### config.mk
export PLATFORM = sky130hd
export DESIGN_NAME = dm_port_arbiter
export DESIGN_NICKNAME = d
export VERILOG_FILES = /design/src/rtl/dm_pkg.sv /design/src/rtl/dm_lane_fmt.sv /design/src/rtl/dm_port_arbiter.sv
export SDC_FILE = /design/constraint.sdc
export NUM_CORES = 1
export LEC_CHECK = 0
export CORE_MARGIN = 1
export CORE_UTILIZATION = 44
export DETAILED_ROUTE_END_ITERATION = 7
export PLACE_DENSITY = 0.83
export SLEW_MARGIN = 20
export SYNTH_ARGS = -nofsm -noshare
export SYNTH_HDL_FRONTEND = slang
export SYNTH_SLANG_ARGS = --single-unit
export TNS_END_PERCENT = 1
### constraint.sdc
create_clock -name clk -period 4.15 [get_ports clk]
set_input_delay 0.415 -clock clk [delete_from_list [all_inputs] [get_ports clk]]
set_output_delay 0.415 -clock clk [all_outputs]
set_load 0.005 [all_outputs]
### src/rtl/dm_pkg.sv
// dm_pkg: shared definitions for the data-memory port arbiter.
//   size_e  - request access size codes (byte/half/word/illegal)
//   DMOP_*  - lane codes understood by the single-port data memory
//   state_e - arbiter FSM states
package dm_pkg;

    typedef enum logic [1:0] {
        SZ_BYTE = 2'b00,
        SZ_HALF = 2'b01,
        SZ_WORD = 2'b10,
        SZ_ILL  = 2'b11
    } size_e;

    localparam logic [2:0] DMOP_WORD = 3'b000;
    localparam logic [2:0] DMOP_HLO  = 3'b001;
    localparam logic [2:0] DMOP_HHI  = 3'b010;
    localparam logic [2:0] DMOP_B0   = 3'b011;
    localparam logic [2:0] DMOP_B1   = 3'b100;
    localparam logic [2:0] DMOP_B2   = 3'b101;
    localparam logic [2:0] DMOP_B3   = 3'b110;

    typedef enum logic [1:0] {
        ST_IDLE   = 2'b00,
        ST_ACCESS = 2'b01,
        ST_DONE   = 2'b10
    } state_e;

endpackage

### src/rtl/dm_lane_fmt.sv
// dm_lane_fmt: combinational lane decode and load-data formatting.
//   addr_lo - byte offset within the word
//   size    - access size
//   sgn     - sign-extend byte/half loads
//   dout    - raw memory read word
//   dmop    - memory lane code
//   err     - misaligned or illegal size
//   rdata   - lane-selected, extended load data
module dm_lane_fmt
    import dm_pkg::*;
(
    input  logic [1:0]  addr_lo,
    input  size_e       size,
    input  logic        sgn,
    input  logic [31:0] dout,
    output logic [2:0]  dmop,
    output logic        err,
    output logic [31:0] rdata
);

    logic [7:0]  byte_v;
    logic [15:0] half_v;

    always_comb begin
        dmop   = DMOP_WORD;
        err    = 1'b0;
        rdata  = '0;
        byte_v = '0;
        half_v = '0;
        case (size)
            SZ_BYTE: begin
                // byte lane codes are contiguous, so offset the base code
                dmop   = DMOP_B0 + {1'b0, addr_lo};
                byte_v = dout[{addr_lo, 3'b000} +: 8];
                rdata  = {{24{sgn & byte_v[7]}}, byte_v};
            end
            SZ_HALF: begin
                dmop   = addr_lo[1] ? DMOP_HHI : DMOP_HLO;
                half_v = addr_lo[1] ? dout[31:16] : dout[15:0];
                rdata  = {{16{sgn & half_v[15]}}, half_v};
                err    = addr_lo[0];
            end
            SZ_WORD: begin
                dmop  = DMOP_WORD;
                rdata = dout;
                err   = |addr_lo;
            end
            default: err = 1'b1;
        endcase
    end

endmodule

### src/rtl/dm_port_arbiter.sv
// dm_port_arbiter: two-port round-robin front end for the 4 KB data memory.
//   clk, rst            - clock, async active-high reset
//   pN_req/we/addr/size/sgn/wdata - port N request (held until ack)
//   pN_ack/err/rdata    - port N completion pulse, error flag, load data
//   dm_addr/din/we/dmop - memory control, driven only during ACCESS
//   dm_dout             - memory read data (combinational from dm_addr)
// Each access takes IDLE -> ACCESS -> DONE; the ack lands in DONE.
module dm_port_arbiter
    import dm_pkg::*;
#(
    parameter int AW = 12
) (
    input  logic          clk,
    input  logic          rst,
    input  logic          p0_req,
    input  logic          p0_we,
    input  logic [AW-1:0] p0_addr,
    input  logic [1:0]    p0_size,
    input  logic          p0_sgn,
    input  logic [31:0]   p0_wdata,
    output logic          p0_ack,
    output logic          p0_err,
    output logic [31:0]   p0_rdata,
    input  logic          p1_req,
    input  logic          p1_we,
    input  logic [AW-1:0] p1_addr,
    input  logic [1:0]    p1_size,
    input  logic          p1_sgn,
    input  logic [31:0]   p1_wdata,
    output logic          p1_ack,
    output logic          p1_err,
    output logic [31:0]   p1_rdata,
    output logic [AW-3:0] dm_addr,
    output logic [31:0]   dm_din,
    output logic          dm_we,
    output logic [2:0]    dm_dmop,
    input  logic [31:0]   dm_dout
);

    state_e        state_q, state_d;
    logic          last_q;    // port granted most recently
    logic          gnt_q;     // port owning the current access
    logic          grant, win;
    logic          lat_we, lat_sgn;
    logic [AW-1:0] lat_addr;
    size_e         lat_size;
    logic [31:0]   lat_wdata;
    logic [31:0]   rd0_q, rd1_q;
    logic [2:0]    f_dmop;
    logic          f_err;
    logic [31:0]   f_rdata;
    logic [31:0]   ld_val;

    // err depends only on latched addr/size, so it is stable from the
    // grant edge through DONE.
    dm_lane_fmt u_fmt (
        .addr_lo (lat_addr[1:0]),
        .size    (lat_size),
        .sgn     (lat_sgn),
        .dout    (dm_dout),
        .dmop    (f_dmop),
        .err     (f_err),
        .rdata   (f_rdata)
    );

    assign ld_val   = (lat_we | f_err) ? 32'h0 : f_rdata;
    assign p0_rdata = rd0_q;
    assign p1_rdata = rd1_q;

    always_ff @(posedge clk or posedge rst) begin
        if (rst) state_q <= ST_IDLE;
        else     state_q <= state_d;
    end

    always_comb begin
        state_d = state_q;
        grant   = 1'b0;
        win     = 1'b0;
        dm_addr = '0;
        dm_din  = '0;
        dm_we   = 1'b0;
        dm_dmop = DMOP_WORD;
        p0_ack  = 1'b0;
        p1_ack  = 1'b0;
        p0_err  = 1'b0;
        p1_err  = 1'b0;
        case (state_q)
            ST_IDLE: begin
                if (p0_req | p1_req) begin
                    grant   = 1'b1;
                    // p1 wins when alone, or on a tie when p0 went last
                    win     = p1_req & (~p0_req | ~last_q);
                    state_d = ST_ACCESS;
                end
            end
            ST_ACCESS: begin
                dm_addr = lat_addr[AW-1:2];
                dm_din  = lat_wdata;
                dm_dmop = f_dmop;
                dm_we   = lat_we & ~f_err;
                state_d = ST_DONE;
            end
            ST_DONE: begin
                p0_ack  = ~gnt_q;
                p1_ack  = gnt_q;
                p0_err  = ~gnt_q & f_err;
                p1_err  = gnt_q & f_err;
                state_d = ST_IDLE;
            end
            default: state_d = ST_IDLE;
        endcase
    end

    always_ff @(posedge clk or posedge rst) begin
        if (rst) begin
            last_q    <= 1'b1;
            gnt_q     <= 1'b0;
            lat_we    <= 1'b0;
            lat_sgn   <= 1'b0;
            lat_addr  <= '0;
            lat_size  <= SZ_BYTE;
            lat_wdata <= '0;
            rd0_q     <= '0;
            rd1_q     <= '0;
        end else begin
            if (grant) begin
                gnt_q     <= win;
                last_q    <= win;
                lat_we    <= win ? p1_we    : p0_we;
                lat_sgn   <= win ? p1_sgn   : p0_sgn;
                lat_addr  <= win ? p1_addr  : p0_addr;
                lat_size  <= win ? size_e'(p1_size) : size_e'(p0_size);
                lat_wdata <= win ? p1_wdata : p0_wdata;
            end
            if (state_q == ST_ACCESS) begin
                if (gnt_q) rd1_q <= ld_val;
                else       rd0_q <= ld_val;
            end
        end
    end

endmodule

==> impl_results.md <==
- Multi-input gate area: 0.00281 mm^2
- Min-delay worst type: reg2reg
- First-pass GRT wire length: about 30,000 um
- Seq/Total Area, Yosys: 0.484
- Flop and latch count out of synthesis: 116
- Die X: ~120 um
- Final Instance Area: 0.00915 mm^2
- Global route total overflow: 0
- Worst skew pair latency: between 400 and 500 ps
- Setup violators final: 0
- CTS sink count: 116
- Worst reg2reg path startpoint: lat_addr[1]$_DFFE_PP0P_
- Post-CTS setup buffer count: 0
- Crit path max-delay cell type: clkdlybuf4s50_1
- Share of cells above drive strength 1: 0.0848
- Largest net degree at the start of global routing: 93
- Largest family of logic cells by synthesized area: compound AO/OA/AOI/OAI gates
- Post-Synth XOR/XNOR Area: 0
- Asr flop ratio synth: 1.00
- Ant. Diodes: 0
- Critical path endpoint category: output port
- Crit path kind: reg2out
- P per Cell Area: 748 mW/mm^2
- Worst Path Arrival: ~2800 ps
- Max-Cap Viols: 0
- Antenna violations before repair: 0
- Critical path startpoint: lat_addr[1]$_DFFE_PP0P_
- Post-Synth Simple-Gate Area: 0.166
- Post-DP HPWL: roughly 13,000 um
- YS warnings: 0
- Crit Path Max Fanout: 26
- Max-slew violations: 0
- Ys flop type: dfrtp_1
- Buffers on Ports: between 200 and 250
- Mux share of post-synthesis cell area: 0.112
- HP Start: p1_rdata[8]$_DFFE_PP0P_
- Synth Cell Area: 0.00600 mm^2
- Detailed-route wire length per cell: 18.3 um
- Static leakage: 4.09 nW
- Worst setup SP type: flop
- CTS tree: done
- Reg clk slew, reported paths: approximately 50 ps
- Placed Area: 0.00850 mm^2
- Syn avg cell area: approximately 9.8 um^2
- Required time worst endpoint: between 3000 and 4000 ps
- Reg area: around 0.0029 mm^2
- Peak Freq: 314 MHz
- DRC: 0
- CTS Buf Count: 17
- Syn Nets: 744
- WL final: 18,700 um
- Crit-path cells: buf_4 > clkinv_1 > ha_1 > a21oi_1 > and2_1 > clkdlybuf4s50_1
- Clk pwr share: 0.237
- Post-DRT Antenna Nets: 0
- Sw Ratio: 0.352
- Min Tclk post-route: 3190 ps
- Ports: 246
- Fill cells: 987
- Post-synthesis adder-cell area fraction: 0.00417
- Seq pwr share: 0.300
- Vias per std cell: ~5.4
- Worst slew pin tran: approximately 960 ps
- Total Power: 6.85 mW
- Outcome: finished clean
- CP max stage delay: 500 ps
- H-tree depth: 4
- Internal power: 4.43 mW
- Worst slew margin: 0.359
- DRT Pass-1 Iters: 6
- Worst Clk Skew: roughly 7 ps
- Unrepaired setup endpoints after global routing: false
- Core Util, Final: 0.688
- Post-synth EDFFs: 0
- Core Box Area: 0.0133 mm^2
- TNS Setup: 0 ps
- Root buffer cell: clkbuf_16
- PostCTS Resize Cnt: 0
- Mapped Cells: 610
- Peak supply drop: 0.351 mV
- Vert. Die Dim: 119 um
- # nets final: 971
- Die area: 0.0141 mm^2
- Netlist cell types: between 40 and 50
- Starting density of the core: 0.451
- Initial DRC Count: 447
- Combinational power share: 0.462
- Clock buffer depth: 2
- Compound-gate portion of the synthesized area: 0.184
- Vias in the first global route: 5,614
- Area Growth Syn to Fin: 52.6%
- Psw: 2.41 mW
- Gr usage total: 0.276
- Hold Vio Cnt, Final: 0
- Ratio of final minimum period to clock period: 0.768
- Via Count: 5,562
- Final GP Congestion: between 0.8 and 0.9
- Standard-cell row count: 42
- CTS Hold Bufs: 0
==> per-layer routing <==
layer / up-vias / global-route usage / wire length [um]
met3: 31 / 0.0883 / 1670
met5: - / 0 / 0
met2: 292 / 0.460 / 9160
met4: 0 / 0.100 / 386
met1: 2659 / 0.334 / 7510
li1: 2580 / - / -
==> cells in the mapped netlist, types with 8 or more instances <==
cell / n / area [um^2]
nand2_1: 80 / 300
nor2b_1: 8 / 50.1
a22oi_2: 16 / 200
o21ai_1: 12 / 60.1
buf_2: 10 / 50.1
a22oi_1: 17 / 128
and2_1: 44 / 275
mux2i_1: 64 / 641
a22o_1: 12 / 105
dfrtp_1: 115 / 2880
a21oi_1: 51 / 255
o21ai_0: 22 / 110
inv_1: 12 / 45.0
clkbuf_1: 24 / 90.1
nor2_1: 58 / 218
==> path summary, 6_finish.rpt <==
kind | end | slack (ps) | cells past startpoint
hold / removal | p1_rdata[8]$_DFFE_PP0P_ | 480 | 2
setup / recovery | p0_err | 960 | 6
min in group asynchronous | lat_addr[7]$_DFFE_PP0P_ | 500 | 2
hold reg to reg | p1_rdata[8]$_DFFE_PP0P_ | 480 | 2
setup reg to reg | p0_rdata[28]$_DFFE_PP0P_ | 1270 | 6
max in group asynchronous | last_q$_DFFE_PP1P_ | 2750 | 3
==> cells in the final DEF, fill, tap and decap left out, drive strengths merged, types with 2 or more instances in the layout <==
master	n
a211oi	2
a21boi	2
a21oi	51
a22o	12
a22oi	33
a31oi	4
a32oi	6
and2	44
buf	7
bufinv	5
clkbuf	22
clkdlybuf4s50	245
clkinv	4
clkinvlp	2
dfrtp	115
ha	2
inv	13
mux2i	64
nand2	82
nand2b	4
nor2	58
nor2b	8
nor3	6
nor3b	3
nor4	2
o211ai	6
o21ai	37
or3	2
==> power by group through the flow <==
stage | Combinational (mW) | Sequential, mW | Clock [mW]
2_1_floorplan | 1.74 | 1.95 | 0
3_3_place_gp | 3.08 | 2.03 | 0
3_5_place_dp | 3.15 | 2.06 | 0
4_1_cts | 3.18 | 2.06 | 1.64
5_1_grt | 3.43 | 2.13 | 1.70
6_report | 3.16 | 2.06 | 1.62
==> metrics by stage <==
| stage | setup WS, ps | hold slack [ps] | std cells |
|---|---|---|---|
| floorplan | 664 | 463 | 610 |
| global placement | 1230 | 466 | 994 |
| detailed placement | 1090 | 472 | 994 |
| CTS | 941 | 484 | 1025 |
| global route | 765 | 515 | 1025 |
| finish | 962 | 481 | 1025 |
==> final cells by class <==
class                   count  area share
well taps                 176      0.0241
inverters                  15     0.00697
multi-input cells         435       0.307
repair buffers            252       0.274
clock buffers              22      0.0518
clock inverters             9      0.0191
flip-flops and latches    116       0.317
==> sequential cells by signal, summed over array words and instances (netlist names) <==
register / count
gnt_q: 1
last_q: 1
lat_addr: 12
lat_sgn: 1
lat_size: 2
lat_wdata: 32
lat_we: 1
p0_rdata: 32
p1_rdata: 32
state_q: 2
==> kinds of logic after synthesis <==
kind of cell,Yosys count
muxes,66
DFF,116
adders and majority gates,2
buffers and inverters,59
AOI/OAI and AO/OA,157
and+or+nand+nor,210
==> worst max-delay path, delay by kind of cell, from the launching register on <==
kind                       cells  cell delay [ps]
DFF                            1              320
adders and majority gates      1              280
buffers and inverters          3             1140
and+or+nand+nor                1              200
AOI/OAI and AO/OA              1              430
Power figures use the tool's default switching activity.
